===== config.mk =====
export PLATFORM = sky130hd
export DESIGN_NAME = cpu_run_ctrl
export DESIGN_NICKNAME = d
export VERILOG_FILES = /design/src/rtl/cpu_run_ctrl_pkg.sv /design/src/rtl/cpu_run_ctrl_pc_loop_detect.sv /design/src/rtl/cpu_run_ctrl.sv
export SDC_FILE = /design/constraint.sdc
export NUM_CORES = 1
export LEC_CHECK = 0
export CAP_MARGIN = 25
export CORE_ASPECT_RATIO = 1.2
export CORE_MARGIN = 2
export CORE_UTILIZATION = 40
export CTS_CLUSTER_SIZE = 24
export DETAILED_ROUTE_END_ITERATION = 7
export GPL_TIMING_DRIVEN = 0
export PLACE_DENSITY = 0.68
export SKIP_LAST_GASP = 1
export SYNTH_ARGS = -nofsm -noshare
export SYNTH_HDL_FRONTEND = slang
export SYNTH_HIERARCHICAL = 1
export SYNTH_SLANG_ARGS = --single-unit

===== constraint.sdc =====
create_clock -name clk -period 2.77 [get_ports clk]
set_input_delay 0.6925 -clock clk [delete_from_list [all_inputs] [get_ports clk]]
set_output_delay 0.6925 -clock clk [all_outputs]
set_load 0.02 [all_outputs]

===== src/rtl/cpu_run_ctrl_pkg.sv =====
// Shared types and constants for the CPU run sequencer.
// Optional PC trace outputs on the top are enabled by CPU_RUN_CTRL_PC_TRACE_EN.
package cpu_ctrl_pkg;

    localparam int PC_W  = 32;
    localparam int CNT_W = 32;

    localparam int DEF_WARMUP_CYCLES    = 3;
    localparam int DEF_MAX_CYCLES       = 240;
    localparam int DEF_SELF_LOOP_CYCLES = 4;
    localparam int DEF_DRAIN_CYCLES     = 4;

    typedef enum logic [2:0] {
        ST_IDLE   = 3'd0,
        ST_LOAD   = 3'd1,
        ST_WARMUP = 3'd2,
        ST_RUN    = 3'd3,
        ST_DRAIN  = 3'd4,
        ST_DONE   = 3'd5
    } run_state_t;

    function automatic logic [CNT_W-1:0] sat_inc(input logic [CNT_W-1:0] v);
        return (v == '1) ? v : v + CNT_W'(1);
    endfunction

endpackage


===== src/rtl/cpu_run_ctrl_pc_loop_detect.sv =====
// Branch-to-self detector: counts consecutive enabled cycles with an unchanged PC.
// loop_hit is combinational and reflects the count after this cycle's update.
module pc_loop_detect
    import cpu_ctrl_pkg::*;
#(
    parameter int SELF_LOOP_CYCLES = DEF_SELF_LOOP_CYCLES
) (
    input  logic            clk,
    input  logic            rst,
    input  logic            clr,
    input  logic            en,
    input  logic [PC_W-1:0] pc,
    output logic            loop_hit
);

    localparam int CW = $clog2(SELF_LOOP_CYCLES) + 1;

    logic [PC_W-1:0] prev_pc_q, prev_pc_d;
    logic            prev_vld_q, prev_vld_d;
    logic [CW-1:0]   match_cnt_q, match_cnt_d;
    logic            pc_same;

    // prev_vld keeps the first enabled cycle from matching a cleared register
    always_comb begin
        pc_same     = prev_vld_q && (pc == prev_pc_q);
        prev_pc_d   = prev_pc_q;
        prev_vld_d  = prev_vld_q;
        match_cnt_d = match_cnt_q;
        if (clr) begin
            prev_pc_d   = '0;
            prev_vld_d  = 1'b0;
            match_cnt_d = '0;
        end else if (en) begin
            prev_pc_d  = pc;
            prev_vld_d = 1'b1;
            if (!pc_same)
                match_cnt_d = '0;
            else if (match_cnt_q != '1)
                match_cnt_d = match_cnt_q + CW'(1);
        end
        loop_hit = en && !clr && (match_cnt_d == CW'(SELF_LOOP_CYCLES - 1));
    end

    always_ff @(posedge clk) begin
        if (rst) begin
            prev_pc_q   <= '0;
            prev_vld_q  <= 1'b0;
            match_cnt_q <= '0;
        end else begin
            prev_pc_q   <= prev_pc_d;
            prev_vld_q  <= prev_vld_d;
            match_cnt_q <= match_cnt_d;
        end
    end

endmodule


===== src/rtl/cpu_run_ctrl.sv =====
// Run sequencer for the CPU: load entry PC, warm up, run until halt/self-loop/budget, drain, report.
// Define CPU_RUN_CTRL_PC_TRACE_EN to add the last_pc / pc_changes trace outputs.
module cpu_run_ctrl
    import cpu_ctrl_pkg::*;
#(
    parameter int WARMUP_CYCLES    = DEF_WARMUP_CYCLES,
    parameter int MAX_CYCLES       = DEF_MAX_CYCLES,
    parameter int SELF_LOOP_CYCLES = DEF_SELF_LOOP_CYCLES,
    parameter int DRAIN_CYCLES     = DEF_DRAIN_CYCLES
) (
    input  logic              clk,
    input  logic              rst,
    input  logic              start,
    input  logic [PC_W-1:0]   start_pc,
    input  logic [PC_W-1:0]   pc_cur,
    input  logic              halt_insn,
    output logic              pc_ld,
    output logic [PC_W-1:0]   pc_data,
    output logic              clockthing,
    output logic              busy,
    output logic              done,
    output logic              timeout,
    output logic [CNT_W-1:0]  cycle_count
`ifdef CPU_RUN_CTRL_PC_TRACE_EN
    ,
    output logic [PC_W-1:0]   last_pc,
    output logic [15:0]       pc_changes
`endif
);

    localparam logic [CNT_W-1:0] WARM_LOAD   = CNT_W'(WARMUP_CYCLES - 1);
    localparam logic [CNT_W-1:0] DRAIN_LOAD  = (DRAIN_CYCLES > 0) ? CNT_W'(DRAIN_CYCLES - 1) : '0;
    localparam logic [CNT_W-1:0] BUDGET_LAST = CNT_W'(MAX_CYCLES - 1);

    run_state_t       state_q, state_d;
    logic [CNT_W-1:0] tmr_q, tmr_d;
    logic [PC_W-1:0]  pc_data_q, pc_data_d;
    logic [CNT_W-1:0] cycle_count_q, cycle_count_d;
    logic             timeout_q, timeout_d;
    logic             pc_ld_q, pc_ld_d;
    logic             clockthing_q, clockthing_d;
    logic             busy_q, busy_d;
    logic             done_q, done_d;
    logic             loop_hit;

    pc_loop_detect #(
        .SELF_LOOP_CYCLES (SELF_LOOP_CYCLES)
    ) u_loop (
        .clk      (clk),
        .rst      (rst),
        .clr      (state_q != ST_RUN),
        .en       (state_q == ST_RUN),
        .pc       (pc_cur),
        .loop_hit (loop_hit)
    );

    always_comb begin
        state_d       = state_q;
        tmr_d         = tmr_q;
        pc_data_d     = pc_data_q;
        cycle_count_d = cycle_count_q;
        timeout_d     = timeout_q;
        case (state_q)
            ST_IDLE, ST_DONE: begin
                if (start) begin
                    state_d       = ST_LOAD;
                    pc_data_d     = start_pc;
                    cycle_count_d = '0;
                    timeout_d     = 1'b0;
                end
            end
            ST_LOAD: begin
                state_d = ST_WARMUP;
                tmr_d   = WARM_LOAD;
            end
            ST_WARMUP: begin
                if (tmr_q == '0) state_d = ST_RUN;
                else             tmr_d   = tmr_q - CNT_W'(1);
            end
            ST_RUN: begin
                cycle_count_d = sat_inc(cycle_count_q);
                // an end condition beats budget exhaustion in the same cycle
                if (halt_insn || loop_hit) begin
                    if (DRAIN_CYCLES == 0) begin
                        state_d = ST_DONE;
                    end else begin
                        state_d = ST_DRAIN;
                        tmr_d   = DRAIN_LOAD;
                    end
                end else if (cycle_count_q == BUDGET_LAST) begin
                    timeout_d = 1'b1;
                    state_d   = ST_DONE;
                end
            end
            ST_DRAIN: begin
                if (tmr_q == '0) state_d = ST_DONE;
                else             tmr_d   = tmr_q - CNT_W'(1);
            end
            default: state_d = ST_IDLE;
        endcase
        pc_ld_d      = (state_d == ST_LOAD);
        clockthing_d = (state_d == ST_RUN) || (state_d == ST_DRAIN);
        busy_d       = (state_d == ST_LOAD) || (state_d == ST_WARMUP) ||
                       (state_d == ST_RUN)  || (state_d == ST_DRAIN);
        done_d       = (state_d == ST_DONE);
    end

    always_ff @(posedge clk) begin
        if (rst) begin
            state_q       <= ST_IDLE;
            tmr_q         <= '0;
            pc_data_q     <= '0;
            cycle_count_q <= '0;
            timeout_q     <= 1'b0;
            pc_ld_q       <= 1'b0;
            clockthing_q  <= 1'b0;
            busy_q        <= 1'b0;
            done_q        <= 1'b0;
        end else begin
            state_q       <= state_d;
            tmr_q         <= tmr_d;
            pc_data_q     <= pc_data_d;
            cycle_count_q <= cycle_count_d;
            timeout_q     <= timeout_d;
            pc_ld_q       <= pc_ld_d;
            clockthing_q  <= clockthing_d;
            busy_q        <= busy_d;
            done_q        <= done_d;
        end
    end

    assign pc_ld       = pc_ld_q;
    assign pc_data     = pc_data_q;
    assign clockthing  = clockthing_q;
    assign busy        = busy_q;
    assign done        = done_q;
    assign timeout     = timeout_q;
    assign cycle_count = cycle_count_q;

`ifdef CPU_RUN_CTRL_PC_TRACE_EN
    logic [PC_W-1:0] last_pc_q, last_pc_d;
    logic [15:0]     pc_changes_q, pc_changes_d;

    // last_pc is zero on RUN entry, so it doubles as the previous-PC reference
    always_comb begin
        last_pc_d    = last_pc_q;
        pc_changes_d = pc_changes_q;
        if ((state_q == ST_IDLE || state_q == ST_DONE) && start) begin
            last_pc_d    = '0;
            pc_changes_d = '0;
        end else if (state_q == ST_RUN) begin
            last_pc_d = pc_cur;
            if (pc_cur != last_pc_q && pc_changes_q != '1)
                pc_changes_d = pc_changes_q + 16'd1;
        end
    end

    always_ff @(posedge clk) begin
        if (rst) begin
            last_pc_q    <= '0;
            pc_changes_q <= '0;
        end else begin
            last_pc_q    <= last_pc_d;
            pc_changes_q <= pc_changes_d;
        end
    end

    assign last_pc    = last_pc_q;
    assign pc_changes = pc_changes_q;
`endif

endmodule


==> qor.csv, run 1 <==
metric,value,unit
status,completed,
gr usage total,19.09,%
core area,15640,sq um
Design Power,0.007976,W
number of global-route vias before repair,5605,
met1 wire length,7339,um
Pre-antenna DRT Iters,4,
Area Overhead vs Synth,40.28,%
register area share after synthesis,43.82,%
final worst slack,0.06384,ns
CP Class,in2reg,
Initial DRC Count,357,
first-pass GRT wire length,26500,um
pin count of the biggest net entering global routing,17,
clk_skew,0.01115,ns
"Arr. time, crit path",3.05,ns
Final Hold Fails,0,
WHS Path Cells,2,
worst-case reg-to-reg path depth,10,
Critical Path End Type,register,
instance count of the mapped netlist,746,
Unique masters post-synth,53,
VDD IR max,0.6076,mV
Worst-Skew Late Latency,0.42,ns
Mean Syn Cell Area,8.574,sq um
most frequent cells in the layout,"dfxtp_1, clkdlybuf4s50_1, nor2_1",
met3 wire len,612,um
FP Rows,50,
Clock Tree Buf Depth,2,
final setup fails,0,
total grt overflow,0,
CTS tree,yes,
Seq cells post-synth,140,
Internal,0.005000,W
Initial Utilization,40.90,%
dpl ws,-1.108,ns
routability cong.,0.8256,
DR WL/cell,14.43,um
layout cell share with drive strength beyond 1,12.53,%
Clock power frac,28.3,%
initial antenna violation count,0,
Residual DRC,0,
Top Ports,137,
Sequential Power Share,31.9,%
maximum clock frequency,369.5,MHz
Chip Width,119.4,um
Vias/cell,5.163,
fin crit period,2.706,ns
Worst Path Required,3.12,ns
Die Y,142.5,um
Multi-input gate area,3590,sq um
remaining antenna violation count,0,
final wirelength,16480,um
CTS root buffer,clkbuf_16,
relative slew slack,52.24,%
max-slew violations,0,
Clock Pin Slew Worst Setup and Hold Paths,0.06,ns
vias,5896,
kind of launch point of the worst setup path,input pin,
TritonCTS Buffers,17,
switching fraction of total power,37.31,%
max layer used,met4,
fin crit share,97.70,%
worst slew pin tran,0.7072,ns
synthesized cell area,6396,sq um
HP Class,reg2reg,
Synth warnings,6,
# diodes,0,
Final HPWL DP,11450,um
Storage cell area,2804,sq um
Combinational Power Share,39.7,%
Detail Route met2 WL,8396,um
leading area contributor after synthesis,dfxtp_1,
# fillers,1433,
Synth top area share,43.82,%
Post-Syn Nets,817,
die area,17020,sq um
Final nets,992,
port bufs,136,
power density cells,888.9,nW/um^2
"commonest non-fill, non-tap cell in the layout",dfxtp_1,
Net Switching,0.002976,W
Clock Sinks,140,
H-tree level count,4,
top post-synthesis cells by area,"dfxtp_1, xnor2_1, nor2_1, mux2i_1, nand2_1",
critical path peak fanout,5,
Max Cap Violations,0,
Static Leakage,3.223,nW
hold buffers post-CTS,0,
-- state kept, by name, indices dropped and copies added (netlist names) --
signal / count
cycle_count: 32
pc_data: 32
tmr_q: 32
u_loop/prev_pc_q: 32
state_q: 3
u_loop/match_cnt_q: 3
busy: 1
clockthing: 1
done: 1
pc_ld: 1
timeout: 1
u_loop/prev_vld_q: 1
-- critical path, stage by stage --
cell           delay (ns)
dlygate4sd2_1        0.25
xnor2_1              0.14
nand4_1              0.17
nor4_4               0.21
nand4_1              0.20
nor2_4               0.19
o311a_4              0.24
and3_4               0.23
o211ai_4             0.11
or4_1                0.49
a21oi_1              0.13
-- cells in the mapped netlist, drive strengths merged --
cell,n
a21oi,52
a311oi,1
a31o,1
a31oi,2
a41oi,1
and2,2
and3,4
and4,4
buf,13
clkbuf,23
dfxtp,140
ha,3
inv,13
mux2,1
mux2i,36
nand2,91
nand2b,8
nand3,14
nand3b,2
nand4,22
nand4b,2
nor2,101
nor2b,1
nor3,26
nor3b,3
nor4,17
nor4b,3
o2111ai,3
o211ai,15
o21a,3
o21ai,17
o22a,2
o311a,1
o311ai,3
o31ai,6
o41ai,1
or2,6
or3,13
or4,16
xnor2,52
xor2,22
-- per-stage QoR --
step | util [%] | cell area [sq um] | TNS (ns) | std cells | hold WS [ns]
after global routing | 57.37 | 8972 | -0.05453 | 1142 | 0.4680
after global placement | 51.26 | 8018 | -36.31 | 1090 | 0.4410
after floorplan | - | 6396 | 0 | 746 | 0.4343
after CTS | 55.86 | 8736 | 0 | 1129 | 0.4535
after detailed placement | 51.26 | 8018 | -36.76 | 1090 | 0.4455
final | 57.37 | 8972 | 0 | 1142 | 0.4506
-- power by group through the flow --
stage	clock [W]	combinational (W)	sequential, W
floorplan	0	0.00187	0.00264
global placement	0	0.00267	0.00256
detailed placement	0	0.00270	0.00257
CTS	0.00230	0.00291	0.00253
global route	0.00238	0.00350	0.00259
finish	0.00226	0.00317	0.00255
-- final cells by class --
cell class              instances  share of cell area, %
well taps                     208                  2.901
flip-flops and latches        140                  31.25
repair buffers                157                  16.78
plain buffers                  34                  1.994
clock inverters                11                  1.506
multi-input cells             558                  40.01
clock buffers                  21                  5.020
inverters                      13                 0.5439
-- final timing paths --
| kind | end | start | slack, ns |
|---|---|---|---|
| setup / recovery | tmr_q[25]$_SDFFE_PP0P_ | pc_cur[1] | 0.06 |
| hold / removal | pc_data[4]$_SDFFE_PP0P_ | pc_data[4]$_SDFFE_PP0P_ | 0.45 |
| setup reg to reg | tmr_q[25]$_SDFFE_PP0P_ | u_loop/prev_pc_q[25]$_SDFFE_PP0P_ | 0.12 |
| hold reg to reg | pc_data[4]$_SDFFE_PP0P_ | pc_data[4]$_SDFFE_PP0P_ | 0.45 |
-- logic make-up after synthesis --
family | share of synthesized area, %
AOI/OAI and AO/OA | 10.60
DFF | 43.82
xor gates and xnor gates | 10.13
muxes | 5.810
buffers and inverters | 3.384
adders and majority gates | 0.5869
and+or+nand+nor | 25.67
-- metal layers --
layer	GRT usage, %	vias to the layer above
met5	0	-
met4	6.440	0
met2	33.82	120
met3	4.207	12
met1	22.88	2782
li1	-	2982
-- timing repair --
item	4_1_cts	5_1_grt
cloned	0	2
pin swaps	11	36
setup buffers	8	12
endpoints found under the setup margin	37	42
resized for setup	36	69
hold endpoints to repair	0	0
Note: power is estimated with default switching activity, not from simulation.
==> run 2, diff against run 1 <==
- clock period: 2.77 -> 2.25 ns (I/O delays scaled with it)
==> qor.csv, run 2 (synthesized netlist as in run 1, its figures left out) <==
metric,value,unit,change
vias,6074,,+3.0%
port bufs,136,,unchanged
final wirelength,18300,um,+11%
DR WL/cell,15.84,um,+9.8%
kind of launch point of the worst setup path,register,,
HP Class,in2reg,,
routability cong.,0.8722,,+5.6%
remaining antenna violation count,0,,unchanged
"Arr. time, crit path",2.91,ns,-0.14 ns
number of global-route vias before repair,5631,,+0.46%
Final Hold Fails,0,,unchanged
critical path's slowest cell,nor4_4,,
critical path peak fanout,5,,unchanged
Clock Sinks,140,,unchanged
fin crit period,2.549,ns,
clk_skew,0.01067,ns,-0.0004826 ns
met1 wire length,7610,um,+3.7%
CTS root buffer,clkbuf_16,,
H-tree level count,4,,unchanged
status,"complete, but fails checks",,
max layer used,met4,,
Post-DP Area,8128,sq um,+1.4%
Top Ports,137,,unchanged
Crit path top cell by count,nand4_1,,
crit path cell chain,xnor2_1 > nand4_1 > nor4_4 > nand4_1 > nor2_2 > o311a_4 > and3_4 > o21ai_4 > buf_6 > or3_1 > a21oi_2,,
relative slew slack,58.83,%,+6.6 points
Vias/cell,5.259,,+1.9%
Critical Path End Type,register,,
die area,17020,sq um,unchanged
Static Leakage,3.301,nW,+2.4%
Final HPWL DP,12450,um,+8.7%
gr usage total,20.51,%,+1.4 points
Initial Utilization,40.90,%,unchanged
Hold WS,0.4177,ns,-0.03290 ns
met3 wire len,780,um,+27%
first-pass GRT wire length,27890,um,+5.3%
Detail Route met2 WL,9424,um,+12%
CP Class,reg2reg,,
design area,9445,sq um,+5.3%
Residual DRC,0,,unchanged
CTS tree,yes,,
power density cells,1123,nW/um^2,+26%
max-slew violations,0,,unchanged
final setup fails,41,,+41
Worst-Skew Late Latency,0.42,ns,about the same
WP buf/inv,1,,unchanged
initial antenna violation count,0,,unchanged
TritonCTS Buffers,17,,unchanged
Area Overhead vs Synth,47.67,%,
maximum clock frequency,392.3,MHz,
VDD IR max,0.9149,mV,+51%
# diodes,0,,unchanged
critical path's top delay family,simple AND/OR/NAND/NOR gates,,
Die Y,142.5,um,unchanged
pin count of the biggest net entering global routing,19,,+2
worst slew pin tran,0.6149,ns,-0.09231 ns
RSZ-0062 raised after global routing,true,,
core area,15640,sq um,unchanged
most frequent cells in the layout,"dfxtp_1, clkdlybuf4s50_1, nor2_1",,
total grt overflow,0,,unchanged
"Largest stage delay, worst path",0.35,ns,-0.14 ns
Initial DRC Count,334,,-6.4%
Max Cap Violations,0,,unchanged
Worst Path Required,2.61,ns,-0.51 ns
failing checks,negative setup slack,,
Clock Tree Buf Depth,2,,unchanged
Clock Pin Slew Worst Setup and Hold Paths,0.06,ns,about the same
fin crit share,113.3,%,
setup TNS,-6.762,ns,-6.762 ns
"commonest non-fill, non-tap cell in the layout",dfxtp_1,,
Chip Width,119.4,um,unchanged
dpl ws,-1.051,ns,+0.05652 ns
final worst slack,-0.2993,ns,-0.3631 ns
layout cell share with drive strength beyond 1,18.27,%,+5.7 points
Final nets,1006,,+1.4%
FP Rows,50,,unchanged
Pre-antenna DRT Iters,4,,unchanged
[run 2: timing repair]
| item | CTS | global route |
|---|---|---|
| gates resized for setup | 87 | 74 |
| gates cloned | 4 | 2 |
| hold buffers | 0 | 0 |
| setup buffers | 14 | 19 |
| endpoints found under the hold margin | 0 | 0 |
| endpoints found under the setup margin | 69 | 79 |
| pin swaps | 30 | 26 |
[run 2: final timing paths]
kind | startpoint | end | slack [ns] | cells past startpoint
min reg2reg | pc_data[4]$_SDFFE_PP0P_ | pc_data[4]$_SDFFE_PP0P_ | 0.45 | 2
max | u_loop/prev_pc_q[1]$_SDFFE_PP0P_ | tmr_q[17]$_SDFFE_PP0P_ | -0.30 | 11
max reg2reg | u_loop/prev_pc_q[1]$_SDFFE_PP0P_ | tmr_q[17]$_SDFFE_PP0P_ | -0.30 | 11
min | pc_cur[1] | u_loop/prev_pc_q[1]$_SDFFE_PP0P_ | 0.42 | 3
[run 2: layer usage]
metal  global-route usage (%)  vias up
met3                    5.329       39
met5                        0        -
met1                    23.95     2875
li1                         -     3005
met4                    8.111        0
met2                    35.93      155
[run 2: power breakdown]
group	switching, W	internal (W)	total [W]
combinational	0.00247	0.00194	0.00441
sequential	0.000320	0.00284	0.00316
clock	0.00107	0.00196	0.00303
[run 2: area by class of cell]
type	instances	area, sq um
fillers	1370	6195
flip-flops and latches	140	2821
plain buffers	32	222.7
inverters	13	48.80
repair buffers	172	1649
well taps	208	260.3
multi-input cells	559	3800
clock buffers	21	480.5
clock inverters	10	162.7
[run 2: per-stage QoR]
step                      std cells  util (%)  total power [W]
final                          1155     60.39          0.01060
after detailed placement       1090     51.97         0.006735
after floorplan                 746         -         0.005760
after global placement         1090     51.97         0.006684
after global routing           1155     60.39          0.01116
after CTS                      1136     57.49          0.01009
[run 2: worst reg2reg max path, cell delays in order, from the launching register on]
cell and delay (ns):
dfxtp_2 0.32, xnor2_1 0.12, nand4_1 0.20, nor4_4 0.35
nand4_1 0.17, nor2_2 0.19, o311a_4 0.20, and3_4 0.22
o21ai_4 0.09, buf_6 0.14, or3_1 0.34, a21oi_2 0.14
==> run 3, diff against run 2 <==
- MAX_ROUTING_LAYER: not set -> met4
==> qor.csv, run 3 (synthesized netlist as in run 1, its figures left out) <==
metric,value,unit,change
status,"complete, but fails checks",,
failing checks,negative setup slack,,
Pre-antenna DRT Iters,4,,unchanged
Post-DP Area,8128,sq um,unchanged
Worst Path Required,2.61,ns,about the same
clk_skew,0.01090,ns,+0.0002390 ns
Max Cap Violations,0,,unchanged
port bufs,136,,unchanged
"Largest stage delay, worst path",0.34,ns,about the same
Hold WS,0.4178,ns,+0.00009500 ns
core area,15640,sq um,unchanged
critical path peak fanout,5,,unchanged
DR WL/cell,15.75,um,-0.60%
vias,6013,,-1.0%
layout cell share with drive strength beyond 1,17.88,%,-0.38 points
Final nets,1004,,-0.20%
initial antenna violation count,0,,unchanged
number of global-route vias before repair,5634,,+0.053%
worst slew pin tran,0.6095,ns,-0.005358 ns
total grt overflow,0,,unchanged
most frequent cells in the layout,"dfxtp_1, clkdlybuf4s50_1, nor2_1",,
# diodes,0,,unchanged
critical path's slowest cell,or3_1,,
Area Overhead vs Synth,46.67,%,
Design Power,0.01056,W,-0.42%
Clock Pin Slew Worst Setup and Hold Paths,0.06,ns,about the same
Worst-Skew Late Latency,0.42,ns,about the same
reg2reg setup slack,-0.30,ns,about the same
remaining antenna violation count,0,,unchanged
Critical Path End Type,register,,
power density cells,1125,nW/um^2,+0.26%
Crit path top cell by count,nand4_1,,
CTS root buffer,clkbuf_16,,
relative slew slack,59.18,%,+0.36 points
Clock Tree Buf Depth,2,,unchanged
Initial Utilization,40.90,%,unchanged
final wirelength,18160,um,-0.77%
Clock Sinks,140,,unchanged
FP Rows,50,,unchanged
gr usage total,21.12,%,+0.61 points
"commonest non-fill, non-tap cell in the layout",dfxtp_1,,
maximum clock frequency,390.9,MHz,-0.35%
final setup fails,39,,-4.9%
"Arr. time, crit path",2.92,ns,about the same
Final HPWL DP,12450,um,unchanged
Residual DRC,0,,unchanged
routability cong.,0.8864,,+1.6%
fin crit share,113.7,%,+0.40 points
TritonCTS Buffers,17,,unchanged
setup TNS,-4.775,ns,+1.987 ns
Vias/cell,5.215,,-0.83%
Initial DRC Count,347,,+3.9%
Final Hold Fails,0,,unchanged
CTS tree,yes,,
Static Leakage,3.269,nW,-0.99%
Die Y,142.5,um,unchanged
die area,17020,sq um,unchanged
CP Class,in2reg,,
pin count of the biggest net entering global routing,19,,unchanged
fin crit period,2.558,ns,+0.008918 ns
# fillers,1378,,+0.58%
first-pass GRT wire length,27880,um,about the same
VDD IR max,0.9506,mV,+3.9%
Chip Width,119.4,um,unchanged
dpl ws,-1.051,ns,unchanged
hold buffers post-CTS,0,,unchanged
H-tree level count,4,,unchanged
Top Ports,137,,unchanged
crit path cell chain,clkdlybuf4s15_1 > xnor2_1 > nand4_1 > nor4_4 > nand4_1 > nor2_2 > o311a_4 > and3_4 > o21ai_4 > buf_6 > or3_1 > a21oi_2,,
RSZ-0062 raised after global routing,true,,
HP Class,in2reg,,
max-slew violations,0,,unchanged
design area,9382,sq um,-0.68%
final worst slack,-0.3082,ns,-0.008918 ns
kind of launch point of the worst setup path,input pin,,
## run 3: cell type report
class                   count  area [sq um]  area share, %
multi-input cells         559          3795          40.45
flip-flops and latches    140          2819          30.05
repair buffers            169          1600          17.06
clock buffers              21         480.5          5.121
well taps                 208         260.3          2.774
plain buffers              33         215.2          2.294
clock inverters            10         162.7          1.734
inverters                  13         48.80         0.5201
## run 3: worst paths after layout
check | start | end | depth (start not counted)
setup / recovery | pc_cur[28] | tmr_q[17]$_SDFFE_PP0P_ | 12
hold / removal | pc_cur[1] | u_loop/prev_pc_q[1]$_SDFFE_PP0P_ | 3
setup reg to reg | u_loop/prev_pc_q[1]$_SDFFE_PP0P_ | tmr_q[17]$_SDFFE_PP0P_ | 11
hold reg to reg | pc_data[4]$_SDFFE_PP0P_ | pc_data[4]$_SDFFE_PP0P_ | 2
## run 3: stage by stage
step | cells | utilization, %
6_report | 1153 | 59.98
5_1_grt | 1153 | 59.98
4_1_cts | 1136 | 57.49
3_5_place_dp | 1090 | 51.97
3_3_place_gp | 1090 | 51.97
2_1_floorplan | 746 | -
## run 3: critical path: cells and delay by family
kind,cells,cell delay [ns]
AND/OR/NAND/NOR,6,1.41
buffers and inverters,2,0.33
AO/OA/AOI/OAI,3,0.43
XOR/XNOR,1,0.18
## run 3: metal layers
layer / global-route usage, % / wire length, um / vias up
met2: 35.96 / 9451 / 130
met5: - / 0 / -
met4: 8.111 / 388 / 0
li1: - / - / 2998
met1: 24.17 / 7588 / 2855
met3: 4.968 / 727 / 30
## run 3: power breakdown
group / internal (W) / switching (W)
sequential: 0.00284 / 0.000331
combinational: 0.00189 / 0.00246
clock: 0.00196 / 0.00107
## run 3: repair_timing
| action | CTS | global route |
|---|---|---|
| setup buffers | 14 | 17 |
| pin swaps | 30 | 27 |
| cloned | 4 | 1 |
| resized for setup | 87 | 62 |
| endpoints found under the setup margin | 69 | 79 |
